==> src/rtl/mips_debug_ctrl.sv <==
// UART-driven debug controller for a MIPS pipeline.
// Loads a program over serial into instruction memory, starts the pipeline in continuous
// or single-step mode, then dumps PC, cycle count, the register file and the dirty
// data-memory words back over serial. Contains its own 8N1 UART with a 16x baud tick.
// Ports:
//   i_clock, i_reset (sync, active-low), i_halt, i_rx_data       : control / serial in
//   i_send_program_counter, i_cant_cycles                          : status to report
//   i_reg_debug_unit, i_bit_sucio, i_mem_debug_unit                : readout data (1-cycle)
//   o_addr_reg_debug_unit, o_addr_mem_debug_unit, o_ctrl_*         : readout control
//   o_tx_data                                                      : serial out
//   o_en_write, o_en_read, o_enable_pipe, o_enable_mem             : pipeline/memory enables
//   o_debug_unit_reg, o_inst_load, o_address                       : instruction-memory load
//   o_state                                                        : one-hot FSM state
module mips_debug_ctrl #(
  parameter int unsigned BAUD_RATE = 19200,
  parameter int unsigned CLK_FREQ  = 50000000,
  parameter int unsigned NB_DATA   = 32,
  parameter int unsigned NB_REG    = 5,
  parameter int unsigned ADDR_W    = 7,
  parameter int unsigned NB_STATE  = 14
) (
  input  logic                i_clock,
  input  logic                i_reset,
  input  logic                i_halt,
  input  logic                i_rx_data,
  input  logic [ADDR_W-1:0]   i_send_program_counter,
  input  logic [ADDR_W-1:0]   i_cant_cycles,
  input  logic [NB_DATA-1:0]  i_reg_debug_unit,
  input  logic                i_bit_sucio,
  input  logic [NB_DATA-1:0]  i_mem_debug_unit,
  output logic [NB_REG-1:0]   o_addr_reg_debug_unit,
  output logic [ADDR_W-1:0]   o_addr_mem_debug_unit,
  output logic                o_ctrl_addr_debug_mem,
  output logic                o_ctrl_wr_debug_mem,
  output logic                o_ctrl_read_debug_reg,
  output logic                o_tx_data,
  output logic                o_en_write,
  output logic                o_en_read,
  output logic                o_enable_pipe,
  output logic                o_enable_mem,
  output logic                o_debug_unit_reg,
  output logic [NB_DATA-1:0]  o_inst_load,
  output logic [ADDR_W-1:0]   o_address,
  output logic [NB_STATE-1:0] o_state
);

  localparam int unsigned Div  = (CLK_FREQ + 8 * BAUD_RATE) / (16 * BAUD_RATE);
  localparam int unsigned DivW = $clog2(Div + 1);

  typedef enum logic [13:0] {
    StIdle = 14'h0001, StRxCount = 14'h0002, StRxInst = 14'h0004, StWriteInst = 14'h0008,
    StWaitMode = 14'h0010, StRun = 14'h0020, StStepWait = 14'h0040, StStepExec = 14'h0080,
    StSendPc = 14'h0100, StSendCycles = 14'h0200, StReadReg = 14'h0400,
    StSendReg = 14'h0800, StReadMem = 14'h1000, StSendMem = 14'h2000
  } state_e;
  typedef enum logic [1:0] {RxIdle, RxStart, RxData, RxStop} rx_st_e;
  typedef enum logic [1:0] {TxIdle, TxStart, TxData, TxStop} tx_st_e;

  // UART state
  logic [DivW-1:0] tick_cnt_q, tick_cnt_d;
  logic            tick;
  logic [1:0]      rx_sync_q, rx_sync_d;
  logic            rx_in;
  rx_st_e          rx_st_q, rx_st_d;
  logic [3:0]      rx_tick_q, rx_tick_d;
  logic [2:0]      rx_bit_q, rx_bit_d;
  logic [7:0]      rx_shift_q, rx_shift_d;
  logic            rx_done_q, rx_done_d;
  tx_st_e          tx_st_q, tx_st_d;
  logic [3:0]      tx_tick_q, tx_tick_d;
  logic [2:0]      tx_bit_q, tx_bit_d;
  logic [7:0]      tx_shift_q, tx_shift_d;
  logic            tx_done_q, tx_done_d;
  logic            tx_start;
  logic [7:0]      tx_byte;

  // Controller state
  state_e            state_q, state_d;
  logic [7:0]        count_q, count_d;
  logic [7:0]        word_cnt_q, word_cnt_d;
  logic [2:0]        byte_cnt_q, byte_cnt_d;
  logic [ADDR_W-1:0] addr_q, addr_d;
  logic [NB_DATA-1:0] inst_q, inst_d;
  logic [NB_DATA-1:0] word_q, word_d;
  logic [NB_REG-1:0] reg_idx_q, reg_idx_d;
  logic [ADDR_W-1:0] mem_addr_q, mem_addr_d;
  logic              dbg_q, dbg_d;
  logic              busy_q, busy_d;       // a byte has been handed to TX and is in flight
  logic              from_step_q, from_step_d;
  logic              term_q, term_d;       // memory scan finished, 0xFF terminator pending
  logic              en_pipe, dbg_mem;
  logic [NB_DATA-1:0] sel_word;
  logic [1:0]        mem_idx;

  assign tick  = (tick_cnt_q == DivW'(Div - 1));
  assign rx_in = rx_sync_q[1];

  always_comb begin
    tick_cnt_d = tick ? '0 : tick_cnt_q + DivW'(1);
    rx_sync_d  = {rx_sync_q[0], i_rx_data};
    rx_st_d    = rx_st_q;
    rx_tick_d  = rx_tick_q;
    rx_bit_d   = rx_bit_q;
    rx_shift_d = rx_shift_q;
    rx_done_d  = 1'b0;
    unique case (rx_st_q)
      RxIdle: if (!rx_in) begin
        rx_st_d   = RxStart;
        rx_tick_d = '0;
      end
      // Any high sample before the 8th tick rejects the start bit as a glitch.
      RxStart: if (rx_in) begin
        rx_st_d = RxIdle;
      end else if (tick) begin
        if (rx_tick_q == 4'd7) begin
          rx_st_d   = RxData;
          rx_tick_d = '0;
          rx_bit_d  = '0;
        end else begin
          rx_tick_d = rx_tick_q + 4'd1;
        end
      end
      RxData: if (tick) begin
        if (rx_tick_q == 4'd15) begin
          rx_tick_d  = '0;
          rx_shift_d = {rx_in, rx_shift_q[7:1]};
          rx_bit_d   = rx_bit_q + 3'd1;
          if (rx_bit_q == 3'd7) rx_st_d = RxStop;
        end else begin
          rx_tick_d = rx_tick_q + 4'd1;
        end
      end
      RxStop: if (tick) begin
        if (rx_tick_q == 4'd15) begin
          rx_st_d   = RxIdle;
          rx_done_d = 1'b1;
        end else begin
          rx_tick_d = rx_tick_q + 4'd1;
        end
      end
      default: rx_st_d = RxIdle;
    endcase

    tx_st_d    = tx_st_q;
    tx_tick_d  = tx_tick_q;
    tx_bit_d   = tx_bit_q;
    tx_shift_d = tx_shift_q;
    tx_done_d  = 1'b0;
    unique case (tx_st_q)
      TxIdle: if (tx_start) begin
        tx_st_d    = TxStart;
        tx_shift_d = tx_byte;
        tx_tick_d  = '0;
      end
      TxStart, TxData, TxStop: if (tick) begin
        if (tx_tick_q == 4'd15) begin
          tx_tick_d = '0;
          if (tx_st_q == TxStart) begin
            tx_st_d  = TxData;
            tx_bit_d = '0;
          end else if (tx_st_q == TxData) begin
            tx_shift_d = {1'b0, tx_shift_q[7:1]};
            tx_bit_d   = tx_bit_q + 3'd1;
            if (tx_bit_q == 3'd7) tx_st_d = TxStop;
          end else begin
            tx_st_d   = TxIdle;
            tx_done_d = 1'b1;
          end
        end else begin
          tx_tick_d = tx_tick_q + 4'd1;
        end
      end
      default: tx_st_d = TxIdle;
    endcase
  end

  always_comb begin
    state_d     = state_q;
    count_d     = count_q;
    word_cnt_d  = word_cnt_q;
    byte_cnt_d  = byte_cnt_q;
    addr_d      = addr_q;
    inst_d      = inst_q;
    word_d      = word_q;
    reg_idx_d   = reg_idx_q;
    mem_addr_d  = mem_addr_q;
    dbg_d       = dbg_q;
    from_step_d = from_step_q;
    term_d      = term_q;
    tx_start    = 1'b0;
    tx_byte     = '0;
    en_pipe     = 1'b0;
    dbg_mem     = 1'b0;
    o_en_write  = 1'b0;
    o_ctrl_read_debug_reg = 1'b0;
    sel_word    = word_q;
    mem_idx     = 2'(byte_cnt_q - 3'd1);
    unique case (state_q)
      StIdle: begin
        state_d    = StRxCount;
        addr_d     = '0;
        word_cnt_d = '0;
        byte_cnt_d = '0;
        dbg_d      = 1'b0;
      end
      StRxCount: if (rx_done_q) begin
        count_d    = rx_shift_q;
        word_cnt_d = '0;
        addr_d     = '0;
        byte_cnt_d = '0;
        if (rx_shift_q == 8'h00) begin
          state_d = StWaitMode;
        end else begin
          state_d = StRxInst;
          dbg_d   = 1'b1;
        end
      end
      StRxInst: if (rx_done_q) begin
        inst_d     = {inst_q[NB_DATA-9:0], rx_shift_q};
        byte_cnt_d = byte_cnt_q + 3'd1;
        if (byte_cnt_q == 3'd3) state_d = StWriteInst;
      end
      StWriteInst: begin
        o_en_write = 1'b1;
        addr_d     = addr_q + ADDR_W'(1);
        word_cnt_d = word_cnt_q + 8'd1;
        byte_cnt_d = '0;
        if (word_cnt_q + 8'd1 == count_q) begin
          state_d = StWaitMode;
          dbg_d   = 1'b0;
        end else begin
          state_d = StRxInst;
        end
      end
      StWaitMode: if (rx_done_q) begin
        if (rx_shift_q == 8'h10) begin
          state_d     = StRun;
          from_step_d = 1'b0;
        end else if (rx_shift_q == 8'h20) begin
          state_d = StStepWait;
        end
      end
      StRun: begin
        en_pipe = 1'b1;
        if (i_halt) state_d = StSendPc;
      end
      StStepWait: begin
        if (i_halt) begin
          state_d     = StSendPc;
          from_step_d = 1'b0;
        end else if (rx_done_q && rx_shift_q == 8'h30) begin
          state_d = StStepExec;
        end else if (rx_done_q && rx_shift_q == 8'h40) begin
          state_d = StIdle;
        end
      end
      StStepExec: begin
        en_pipe     = 1'b1;
        from_step_d = 1'b1;
        state_d     = StSendPc;
      end
      StSendPc, StSendCycles: begin
        tx_byte  = (state_q == StSendPc) ? 8'(i_send_program_counter) : 8'(i_cant_cycles);
        tx_start = !busy_q;
        if (tx_done_q) begin
          byte_cnt_d = '0;
          reg_idx_d  = '0;
          state_d    = (state_q == StSendPc) ? StSendCycles : StReadReg;
        end
      end
      StReadReg: begin
        o_ctrl_read_debug_reg = 1'b1;
        state_d = StSendReg;
      end
      StSendReg: begin
        o_ctrl_read_debug_reg = 1'b1;
        // Byte 0 goes out straight from the read port; the word is latched for bytes 1..3.
        sel_word = (byte_cnt_q == 3'd0) ? i_reg_debug_unit : word_q;
        tx_byte  = 8'(sel_word >> {~byte_cnt_q[1:0], 3'b000});
        tx_start = !busy_q;
        if (!busy_q && byte_cnt_q == 3'd0) word_d = i_reg_debug_unit;
        if (tx_done_q) begin
          if (byte_cnt_q == 3'd3) begin
            byte_cnt_d = '0;
            if (reg_idx_q == '1) begin
              state_d    = StReadMem;
              mem_addr_d = '0;
              term_d     = 1'b0;
            end else begin
              reg_idx_d = reg_idx_q + NB_REG'(1);
              state_d   = StReadReg;
            end
          end else begin
            byte_cnt_d = byte_cnt_q + 3'd1;
          end
        end
      end
      StReadMem: begin
        dbg_mem = 1'b1;
        state_d = StSendMem;
      end
      StSendMem: begin
        dbg_mem = 1'b1;
        if (term_q) begin
          tx_byte  = 8'hFF;
          tx_start = !busy_q;
          if (tx_done_q) begin
            term_d  = 1'b0;
            state_d = from_step_q ? StStepWait : StIdle;
          end
        end else if (byte_cnt_q == 3'd0 && !busy_q && !i_bit_sucio) begin
          // Clean word: skip straight to the next address.
          if (mem_addr_q == '1) begin
            term_d = 1'b1;
          end else begin
            mem_addr_d = mem_addr_q + ADDR_W'(1);
            state_d    = StReadMem;
          end
        end else begin
          // Dirty word: address byte, then 4 data bytes MSB first.
          tx_byte  = (byte_cnt_q == 3'd0) ? 8'(mem_addr_q)
                                          : 8'(word_q >> {~mem_idx, 3'b000});
          tx_start = !busy_q;
          if (!busy_q && byte_cnt_q == 3'd0) word_d = i_mem_debug_unit;
          if (tx_done_q) begin
            if (byte_cnt_q == 3'd4) begin
              byte_cnt_d = '0;
              if (mem_addr_q == '1) begin
                term_d = 1'b1;
              end else begin
                mem_addr_d = mem_addr_q + ADDR_W'(1);
                state_d    = StReadMem;
              end
            end else begin
              byte_cnt_d = byte_cnt_q + 3'd1;
            end
          end
        end
      end
      default: state_d = StIdle;
    endcase
    busy_d = tx_start ? 1'b1 : (tx_done_q ? 1'b0 : busy_q);
  end

  always_ff @(posedge i_clock) begin
    if (!i_reset) begin
      tick_cnt_q <= '0;
      rx_sync_q  <= 2'b11;
      rx_st_q    <= RxIdle;
      rx_tick_q  <= '0;
      rx_bit_q   <= '0;
      rx_shift_q <= '0;
      rx_done_q  <= 1'b0;
      tx_st_q    <= TxIdle;
      tx_tick_q  <= '0;
      tx_bit_q   <= '0;
      tx_shift_q <= '0;
      tx_done_q  <= 1'b0;
      state_q    <= StIdle;
      count_q    <= '0;
      word_cnt_q <= '0;
      byte_cnt_q <= '0;
      addr_q     <= '0;
      inst_q     <= '0;
      word_q     <= '0;
      reg_idx_q  <= '0;
      mem_addr_q <= '0;
      dbg_q      <= 1'b0;
      busy_q     <= 1'b0;
      from_step_q <= 1'b0;
      term_q     <= 1'b0;
    end else begin
      tick_cnt_q <= tick_cnt_d;
      rx_sync_q  <= rx_sync_d;
      rx_st_q    <= rx_st_d;
      rx_tick_q  <= rx_tick_d;
      rx_bit_q   <= rx_bit_d;
      rx_shift_q <= rx_shift_d;
      rx_done_q  <= rx_done_d;
      tx_st_q    <= tx_st_d;
      tx_tick_q  <= tx_tick_d;
      tx_bit_q   <= tx_bit_d;
      tx_shift_q <= tx_shift_d;
      tx_done_q  <= tx_done_d;
      state_q    <= state_d;
      count_q    <= count_d;
      word_cnt_q <= word_cnt_d;
      byte_cnt_q <= byte_cnt_d;
      addr_q     <= addr_d;
      inst_q     <= inst_d;
      word_q     <= word_d;
      reg_idx_q  <= reg_idx_d;
      mem_addr_q <= mem_addr_d;
      dbg_q      <= dbg_d;
      busy_q     <= busy_d;
      from_step_q <= from_step_d;
      term_q     <= term_d;
    end
  end

  assign o_tx_data             = (tx_st_q == TxStart) ? 1'b0 :
                                 (tx_st_q == TxData)  ? tx_shift_q[0] : 1'b1;
  assign o_enable_pipe         = en_pipe;
  assign o_enable_mem          = en_pipe;
  assign o_en_read             = en_pipe;
  assign o_ctrl_addr_debug_mem = dbg_mem;
  assign o_ctrl_wr_debug_mem   = dbg_mem;
  assign o_addr_reg_debug_unit = reg_idx_q;
  assign o_addr_mem_debug_unit = mem_addr_q;
  assign o_debug_unit_reg      = dbg_q;
  assign o_inst_load           = inst_q;
  assign o_address             = addr_q;
  assign o_state               = NB_STATE'(state_q);

endmodule

==> config.mk <==
export PLATFORM = sky130hd
export DESIGN_NAME = mips_debug_ctrl
export DESIGN_NICKNAME = d
export VERILOG_FILES = /design/src/rtl/mips_debug_ctrl.sv
export SDC_FILE = /design/constraint.sdc
export NUM_CORES = 1
export LEC_CHECK = 0
export ABC_AREA = 0
export BUFFER_PORTS_ARGS = -buffer_cell sky130_fd_sc_hd__buf_2
export CAP_MARGIN = 10
export CORE_UTILIZATION = 57
export DETAILED_ROUTE_END_ITERATION = 8
export PLACE_DENSITY = 0.91
export SLEW_MARGIN = 20
export SYNTH_ARGS = -nofsm -noshare
export SYNTH_HDL_FRONTEND = slang
export SYNTH_SLANG_ARGS = --single-unit
==> constraint.sdc <==
create_clock -name i_clock -period 3.9 [get_ports i_clock]
set_input_delay 0.195 -clock i_clock [delete_from_list [all_inputs] [get_ports i_clock]]
set_output_delay 0.195 -clock i_clock [all_outputs]
set_load 0.02 [all_outputs]
**Word level (Yosys, flattened, before mapping)**

Cells that the tools add are included.

- Bits in registers: 166
- Input port bits: 83
- Logic and storage cells: 308

- $add $sub $neg: 11
- Eq/ne operators: 78
- Shifts and indexed selects: 2
- Muxes and demuxes: 139
- Bitwise operators: 6
- Reductions and logical operators: 47

Operators with widths:

| kind | number |
|---|---|
| $mux 14 | 19 |
| $pmux 14 s13 | 1 |
| $mux 32 | 5 |
| $mux 7 | 11 |
| $mux 8 | 9 |
| $ne 2x2->1 const B | 34 |
| $pmux 32 s2 | 1 |
| $shr 32x5->8 | 2 |
| $mux 3 | 16 |
| $pmux 8 s3 | 2 |
| $mux 4 | 11 |
| $mux 2 | 15 |
| $mux 5 | 6 |
| $mux 1 | 27 |
| $pmux 7 s3 | 1 |
| $reduce_and 4->1 | 5 |
| $ne 3x3->1 const B | 6 |
| $pmux 3 s6 | 1 |
| $add 8x1->8 const B | 2 |
| $eq 8x6->1 const B | 2 |
| $pmux 4 s4 | 1 |
| $pmux 8 s2 | 1 |
| $reduce_and 8->1 | 2 |
| $reduce_and 5->1 | 3 |
| 60 further kinds | 100 |

**Depth between registers and ports, before layout**

Gate-level depths: netlist (run 1).

- Word-level depth: 9
- Gate-level depth with buffers: 12
- Mapped depth without buffers: 9

**Worst setup path before layout (run 1)**

Ideal clock, no wire load.

- Kind: register to register
- From: reg byte_cnt_q[0]
- To: reg reg_idx_q[3] (netlist: o_addr_reg_debug_unit[3])
- Data arrival time: 3.072 ns
- Setup slack: 0.758 ns
- Cell stages (with the launch flop): 11
- Buffers on the path: 2
- Clock period less this slack: 3.142 ns
- Cells stage by stage: dfxtp_1 inv_1 clkbuf_1 ha_1 or4b_2 nand2_1 a21oi_1 or4_1 buf_2 or3_1 a21oi_1

- Cells in the longest elaborated chain, start to end: 3

Ends and longest elaborated chain:

| item | line | RTL |
|---|---|---|
| start: declaration | 81 | `logic [2:0] byte_cnt_q, byte_cnt_d;` |
| start signal: assignment | 388 | `byte_cnt_q <= byte_cnt_d;` |
| $eq 3x2->1 | 283 | `if (byte_cnt_q == 3'd3) begin` |
| $ne 2x2->1 (no source line) | - |  |
| $reduce_and 5->1 (no source line) | - |  |
| end signal: assignment | 392 | `reg_idx_q <= reg_idx_d;` |
| end: declaration | 85 | `logic [NB_REG-1:0] reg_idx_q, reg_idx_d;` |

No other way between the ends.
A chain may end at the register's enable or synchronous reset.

**Final worst setup path (run 1)**

- From: reg state_q[4] (netlist: o_state[4])
- To: reg word_q[15]

- Cells in the longest elaborated chain, start to end: 3

Ends and longest elaborated chain:

| item | line | RTL |
|---|---|---|
| start: declaration | 78 | `state_e state_q, state_d;` |
| start signal: assignment | 359 | `state_q <= StIdle;` |
| start signal: assignment | 385 | `state_q <= state_d;` |
| $eq 14x12->1 or $eq 14x14->1 (tied branches) | 198 | `unique case (state_q)` |
| $ne 2x2->1 (no source line) or $reduce_bool 2->1 (tied branches) | - |  |
| $reduce_and 5->1 (no source line) | - |  |
| end signal: assignment | 391 | `word_q <= word_d;` |
| end: declaration | 84 | `logic [NB_DATA-1:0] word_q, word_d;` |

Several ways; a longest one is shown, not always the timed one.

==> flow_results.org, run 1 <==
** Run status
- Status :: finished clean

** Timing
- Total count of max-transition violations in the final report :: 0
- The final number of hold-violating endpoints was 0.
- Static timing analysis puts the maximum clock frequency at 298 MHz.
- Worst slew margin relative to its limit :: 34.1%
- The clock arrives with 6.99 ps of skew.
- Minimum clock period :: 3360 ps
- After layout, the worst setup slack is 542 ps.
- After layout, the worst path uses 86.1% of the clock period.
- For the pin with the worst max-slew slack, the measured transition is 986 ps.
- RSZ-0062 raised after global routing :: false
- Fin Setup TNS :: 0 ps
- Number of setup violations in the final report :: 0

** Worst setup path
- The worst setup path is launched from a flop.
- In this run the critical register-to-register path is launched from o_state[4]$_SDFFE_PN0P_.
- By startpoint and endpoint, the worst setup path is classified as flop to flop.
- Endpoint of the worst-slack reg-to-reg timing path :: word_q[15]$_SDFFE_PN0P_
- Data on the critical path arrives at its endpoint at 3660 ps.
- Data on the critical path is required at its endpoint by 4200 ps.
- In this run the register-to-register setup slack is around 540 ps.
- The worst setup path is captured at a flop.
- Of all nets on the critical path, the largest fanout is 64.
- Worst r2r path cells :: 8

** Global route
- Vias in the first global route :: 8226
- Antenna violations before repair :: 1
- Overflow after GRT :: 0
- Wire length of the first global-routing pass :: between 40000 and 50000 um
- Entering global routing, the biggest net connects 65 pins.
- Across every metal layer, demand over resource in global routing totals 31.7%.

** Place
- Placer congestion estimate :: 1.01
- Before CTS, the worst setup slack after placement is 676 ps.
- The wire-length estimate of the detail-placed layout is 17600 um.
- Buffers placed on the I/O ports in this run total 156.
- In this run the cell area measured after placement is 9710 um^2.

** Layout
- Diode insertion count for antenna repair :: 0
- With fillers left out, the area of the finished cells amounts to 10300 um^2.
- Relative to the synthesized area, the layout overhead comes to 15.8%.
- Post-route core utilization :: roughly two thirds
- Multi-input gate area in the final layout :: slightly above 5000 um^2
- In the final layout, flip-flops and latches occupy approximately 3300 um^2.
- Nets :: 1323
- In the final layout, the share of cells above drive strength 1 is 19.5%.
- The layout has about 1.2k filler cells.

** Power and ir drop
- Overall power :: 3.82 mW
- In this run the static leakage power is between 4 and 5 nW.
- Power spread over the standard cell area amounts to 371 nW/um^2.
- IR analysis of the VDD net gives a maximum drop of ~0.36 mV.

** Synth
- Yosys attributes the largest share of cell area to sky130_fd_sc_hd__dfxtp_1 37%, sky130_fd_sc_hd__nand2_1 9.2%, sky130_fd_sc_hd__nor2_1 5.5%.
- The synthesized design spends more area on one cell type than any other, namely sky130_fd_sc_hd__dfxtp_1.
- Post-synth EDFFs :: 0
- Most used standard cell by instance count after synthesis :: sky130_fd_sc_hd__nand2_1
- The synthesized netlist contains 68 unique library cells.
- Mean instance size in the synthesized netlist :: ~8.0 um^2
- Share of the yosys chip area belonging to registers :: 37.3%
- After synthesis the cells add up to 8900 um^2.
- Warnings from Yosys :: 0
- Counting every instance in the synthesized netlist gives 1107.
- For this run, asynchronously set or reset flops after synthesis account for 0%.
- Net Count, Synth :: approximately 1.2k
- Most numerous cell types in the synthesized netlist :: 219 x sky130_fd_sc_hd__nand2_1, 166 x sky130_fd_sc_hd__dfxtp_1, 131 x sky130_fd_sc_hd__nor2_1
- Share of the synthesized area in the top cell type :: 37.3%
- Among all flip-flop cells after synthesis, the most frequent one is sky130_fd_sc_hd__dfxtp_1.
- In this run, synthesis produced a sequential element count of around 170.

** Min path
- Worst hold path depth :: 3
- Origin of the worst min-delay path :: i_mem_debug_unit[19]
- The worst hold path terminates at word_q[19]$_SDFFE_PN0P_.
- In this run the worst hold path is classified as input pin to flop.

** Drt
- After detailed routing, the number of remaining DRC violations is 0.
- The detail route stage leaves a number of antenna-violating nets equal to 0.
- The first detailed-routing pass ran for 5 iterations.
- For this block, the via count after detailed routing is roughly 8.8k.
- Violation count after the first detailed-routing iteration :: 880
- Using the TritonRoute via totals, the vias-per-cell ratio works out to 6.22.
- Detail-routed net length per standard cell :: 17.7 um
- Final wirelength :: 25100 um

** Floorplanning
- CORE AREA :: 15200 um^2
- The die is 127 um tall.
- Row count :: between 40 and 50
- The die is around 130 um wide.
- Die Footprint :: ~16000 um^2
- For this design the top-level I/O count stands at 157.
- Once the floorplan was initialized, standard cells occupied around three fifths of the core.

** Clocking
- In this run the clock root is driven by a sky130_fd_sc_hd__clkbuf_16.
- H-tree depth reported by CTS :: 4
- The clock drives between 150 and 200 sinks.
- For the worst-skew pair, the clock arrives at the later sink with an insertion delay of 430 ps.
- Clock edge transition at the registers on the reported setup and hold paths :: 60 ps
- TritonCTS built the clock tree.
- Counting the buffers created by CTS gives 17.
- In this run the deepest clock path goes through 2 buffers.

** Run
- Max-cap violations in this run came to 0.
## worst max-delay path, stage by stage (launching register included)
cell and delay (ps):
sky130_fd_sc_hd__dfxtp_1 370, sky130_fd_sc_hd__or4_1 790, sky130_fd_sc_hd__or4_4 830, sky130_fd_sc_hd__nor2_1 170, sky130_fd_sc_hd__a22oi_1 130, sky130_fd_sc_hd__nor3_4 180
sky130_fd_sc_hd__buf_12 280, sky130_fd_sc_hd__nor2_1 90, sky130_fd_sc_hd__a311oi_1 340
## cell type report
type	instances	area share, %
Timing Repair Buffer	171	8.81
Clock inverter	10	1.15
Clock buffer	21	4.66
Sequential cell	166	32.2
Inverter	16	0.594
Tap cell	188	2.28
Multi-Input combinational cell	846	50.3
## stage by stage
step                instances  hold slack (ps)
detailed placement       1386              383
global placement         1386              390
finish                   1418             20.3
CTS                      1418             15.5
global route             1418             26.0
floorplan                1107              296
## cell families (layout without fill, tap and decap cells)
family                   Yosys count  count (layout)  share of synthesized area, %
AO/OA/AOI/OAI                    209             209                          15.4
XOR/XNOR                          31              31                          3.05
adder cells (fa/ha/maj)           22              22                          3.09
buffers and inverters             95             218                          4.54
flip-flops                       166             166                          37.3
multiplexers                      52              52                          8.11
AND/OR/NAND/NOR                  532             532                          28.5
## repair_timing
action / 4_1_cts / 5_1_grt
endpoints found under the hold margin: 1 / 0
endpoints found under the setup margin: 0 / 0
setup buffers: 0 / 0
hold buffers: 1 / 0
resized for setup: 0 / 0
## routing by layer
metal	vias to the layer above	part of all wire, %	track usage [%]
met3	116	8.7	7.79
li1	4166	-	-
met4	2	5.0	16.9
met2	509	48	53.4
met5	-	0.052	0
met1	4026	38	37.4
## worst max-delay path by stage
stage | from | end | slack [ps] | cells past startpoint
2_1_floorplan | byte_cnt_q[0]$_SDFFE_PN0P_ | o_addr_reg_debug_unit[3]$_SDFFE_PN0P_ | 760 | 10
3_3_place_gp | o_state[4]$_SDFFE_PN0P_ | o_addr_mem_debug_unit[5]$_SDFFE_PN0P_ | 790 | 7
3_5_place_dp | o_state[4]$_SDFFE_PN0P_ | word_q[5]$_SDFFE_PN0P_ | 680 | 8
4_1_cts | o_state[4]$_SDFFE_PN0P_ | word_q[15]$_SDFFE_PN0P_ | 570 | 8
5_1_grt | byte_cnt_q[0]$_SDFFE_PN0P_ | tx_shift_q[4]$_SDFFE_PN0P_ | 340 | 9
6_report | o_state[4]$_SDFFE_PN0P_ | word_q[15]$_SDFFE_PN0P_ | 540 | 8
## cells in the final DEF, fill, tap and decap left out, types with 13 or more instances in the layout
cell and n:
sky130_fd_sc_hd__clkbuf_16 17, sky130_fd_sc_hd__nand2_1 219, sky130_fd_sc_hd__ha_1 22, sky130_fd_sc_hd__dfxtp_1 166
sky130_fd_sc_hd__mux4_2 16, sky130_fd_sc_hd__a21oi_1 84, sky130_fd_sc_hd__buf_4 13, sky130_fd_sc_hd__o21ai_0 31
sky130_fd_sc_hd__nand3_1 20, sky130_fd_sc_hd__mux2i_1 35, sky130_fd_sc_hd__a311oi_1 33, sky130_fd_sc_hd__nor4_1 20
sky130_fd_sc_hd__nor2_1 131, sky130_fd_sc_hd__inv_1 15, sky130_fd_sc_hd__and3_1 15, sky130_fd_sc_hd__xor2_1 20
sky130_fd_sc_hd__nand4_1 14, sky130_fd_sc_hd__nor3_1 26, sky130_fd_sc_hd__buf_2 156
## power breakdown
group / total [mW] / internal (mW) / leakage [nW] / switching [mW]
Combinational: 0.386 / 0.143 / 2.61 / 0.243
Clock: 1.70 / 1.01 / 0.288 / 0.690
Sequential: 1.74 / 1.71 / 1.34 / 0.0285
Power figures use the tool's default switching activity.
==> run 2, diff against run 1 <==
- PLACE_DENSITY: 0.91 -> 0.81
- RECOVER_POWER: unset -> 50
==> flow_results.org, run 2 (synthesized netlist as in run 1, its figures left out) <==
** Drt
- After detailed routing, the number of vias per cell comes to 6.03.
- Dividing the detail-routed wire length by the instance count gives 16.3 um.
- # DRC :: 0
- Violation count after the first detailed-routing iteration :: 629
- First-pass iteration count of the detailed router :: 4
- DR vias :: 8557
- In this run the remaining antenna-violating nets after routing total 0.
- For this block, the routed nets add up to approximately 23000 um of wire.

** Timing
- Worst slew margin relative to its limit :: 6.25%
- The clock arrives with 9.17 ps of skew.
- Adding up every negative setup slack in the final design gives 0 ps.
- Final clock period utilization by the worst path :: 86.9%
- Number of setup violations in the final report :: 0
- The number of max-slew violations in the final report is 0.
- Minimum clock period :: 3390 ps
- RSZ-0062 raised after global routing :: false
- At the pin with the least slew margin, the transition time is ~1400 ps.
- Final Hold Violating Endpoints :: 0
- Based on the critical path, the design can be clocked at up to 295 MHz.

** Floorplanning
- The floorplan has 45 rows.
- Die Footprint :: 16100 um^2
- The die is 127 um wide.
- I/O pin total :: 157
- Die H :: 127 um
- The floorplan step defined a core boundary enclosing 15200 um^2.
- The initial utilization of the core area, before any placement, comes to 58.6%.

** Power and ir drop
- Switching Share :: 27.0%
- Internal Power :: 2.76 mW
- For this design the ratio of total power to cell area is 370 nW/um^2.
- Leakage power figure :: 3.93 nW
- Combinational Power Share :: 10.0%
- Net switching power :: 1.02 mW
- Per report_power, the clock group accounts for 44.0% of the total.
- Sequential cells account for between 40% and 50% of the total power.
- Across the VDD grid, the largest voltage drop is 0.301 mV.

** Worst setup path
- STA classifies the critical path endpoint as a flop.
- Arrival time reported for the critical path endpoint :: 3680 ps
- In this run the critical register-to-register path is captured at word_q[3]$_SDFFE_PN0P_.
- The most numerous cell type found on the critical path is sky130_fd_sc_hd__nor2_1.
- Buffers plus inverters on the worst setup path :: 1
- The critical path goes through or4_1 > or4_4 > nor2_1 > a22oi_1 > nor3_4 > buf_4 > nor2_1 > a311oi_1.
- In this run the register-to-register setup slack is about 510 ps.
- The critical path in this run is classified as flop to flop.
- Worst r2r path cells :: 8
- Among cell families on the critical path, the largest total delay comes from simple AND/OR/NAND/NOR gates.
- Counting buffers and inverters, the worst setup path is 8 cells deep.
- Worst Path Required :: 4190 ps
- The slowest stage of the critical path is the sky130_fd_sc_hd__or4_4 cell.
- The startpoint identified for the worst register-to-register timing path is o_state[4]$_SDFFE_PN0P_.
- Crit path largest cell delay :: 850 ps
- In this run the worst path has a maximum fanout of 44.
- Worst Setup SP :: o_state[4]$_SDFFE_PN0P_
- The worst setup path is launched from a flop.
- The most critical setup path has its endpoint at word_q[3]$_SDFFE_PN0P_.

** Clocking
- Cell at the root of the clock tree :: sky130_fd_sc_hd__clkbuf_16
- Skew-Pair Late Insertion Delay :: about 430 ps
- CTS buffer count :: 17
- CTS saw between 150 and 200 sinks.
- After clock tree synthesis, the clock-pin slew on the worst setup and hold paths is ~70 ps.
- TritonCTS built the clock tree.
- The clock tree synthesis step divided the H-tree into 4 levels.
- # resized after CTS :: 0
- Once the clock tree was built, the setup fixing pass inserted 0 buffers.
- No sink is reached through more buffers than the 2 on the longest clock path.

** Place
- Routability-driven placement finished with a final weighted congestion of 0.973.
- In this run the tool buffered the top-level ports with ~160 buffer cells.
- Detailed placement HPWL :: 16800 um

** Layout
- Nets :: 1324
- Count of filler cells inserted in the layout :: ~1.3k
- Post-route core utilization :: 67.2%
- Diode insertion count for antenna repair :: 0
- Commonest cells after routing, fill and taps aside :: 219 x sky130_fd_sc_hd__nand2_1, 166 x sky130_fd_sc_hd__dfxtp_1, 131 x sky130_fd_sc_hd__nor2_1
- Most frequent standard cell in the layout excluding fill and tap cells :: sky130_fd_sc_hd__nand2_1
- Layout cells sized above 1 :: 14.0%
- Post-synthesis to final-layout area growth :: 14.7%

** Global route
- Overflow after GRT :: 0
- The first global-routing pass estimated approximately 38000 um of wire.
- Vias in the first global route :: 7717
- Antenna violations before repair :: 0
- Maximum number of pins on one net before global-route repair :: 88
- In the global route stage, overall resource usage came out at 29.1%.

** Run status
- The run finished with clean final reports.

** Min path
- Worst hold path depth :: 3
- The tightest min-delay check is of the input pin to flop type.

** Run
- Max-Cap Viols :: 0
run 2: changes by cell type in the layout (fill, tap and decap cells not counted), sizes merged:
cell,previous run,this run
bufinv,2,1
buf,170,102
inv,17,23
clkinv,4,3
clkbuf,21,87
run 2: layout make-up:
cell class / count / area [um^2] / area share, %
tap: 188 / 235 / 2.30
clock buffer: 18 / 429 / 4.20
clock inverter: 14 / 158 / 1.54
timing repair buffer: 172 / 815 / 7.98
multi-input combinational: 846 / 5190 / 50.8
sequential: 166 / 3320 / 32.5
inverter: 16 / 61.3 / 0.600
run 2: power groups by stage:
stage | logic [mW] | registers, mW | clock network [mW]
floorplan | 0.261 | 1.76 | 0
global placement | 0.368 | 1.77 | 0
detailed placement | 0.372 | 1.78 | 0
CTS | 0.376 | 1.74 | 1.68
global route | 0.416 | 1.74 | 1.76
finish | 0.379 | 1.74 | 1.66
run 2: repair_timing:
item	4_1_cts	5_1_grt
hold endpoints to repair	1	0
hold buffers	1	0
setup endpoints to repair	0	0
run 2: worst min-delay path by stage:
stage	startpoint	endpoint	slack, ps
floorplan	i_rx_data	rx_sync_q[0]$_SDFF_PN1_	300
global route	i_mem_debug_unit[17]	word_q[17]$_SDFFE_PN0P_	30
global placement	i_rx_data	rx_sync_q[0]$_SDFF_PN1_	380
finish	i_mem_debug_unit[17]	word_q[17]$_SDFFE_PN0P_	20
detailed placement	i_rx_data	rx_sync_q[0]$_SDFF_PN1_	390
CTS	i_mem_debug_unit[17]	word_q[17]$_SDFFE_PN0P_	10
run 2: layer usage:
layer | routed length (um) | vias to the layer above | global-route usage (%)
met2 | 11200 | 314 | 49.2
met3 | 1600 | 40 | 5.82
li1 | - | 4179 | -
met4 | 569 | 0 | 11.3
met1 | 9800 | 4024 | 36.7
met5 | 0 | - | 0
run 2: stage by stage:
| step | worst slack, ps | cells | hold WS (ps) | total power [mW] | instance area (um^2) |
|---|---|---|---|---|---|
| after detailed placement | 562 | 1387 | 389 | 2.15 | 9700 |
| after global routing | 303 | 1420 | 28.1 | 3.92 | 10200 |
| after CTS | 545 | 1420 | 12.4 | 3.79 | 10300 |
| after global placement | 716 | 1387 | 381 | 2.14 | 9700 |
| after floorplan | 758 | 1107 | 296 | 2.03 | 8900 |
| final | 509 | 1420 | 23.8 | 3.78 | 10200 |
run 2: tightest hold or removal path, cell delays in order:
cell	delay (ps)
sky130_fd_sc_hd__buf_2	100
sky130_fd_sc_hd__nand2_1	40
sky130_fd_sc_hd__a311oi_1	70
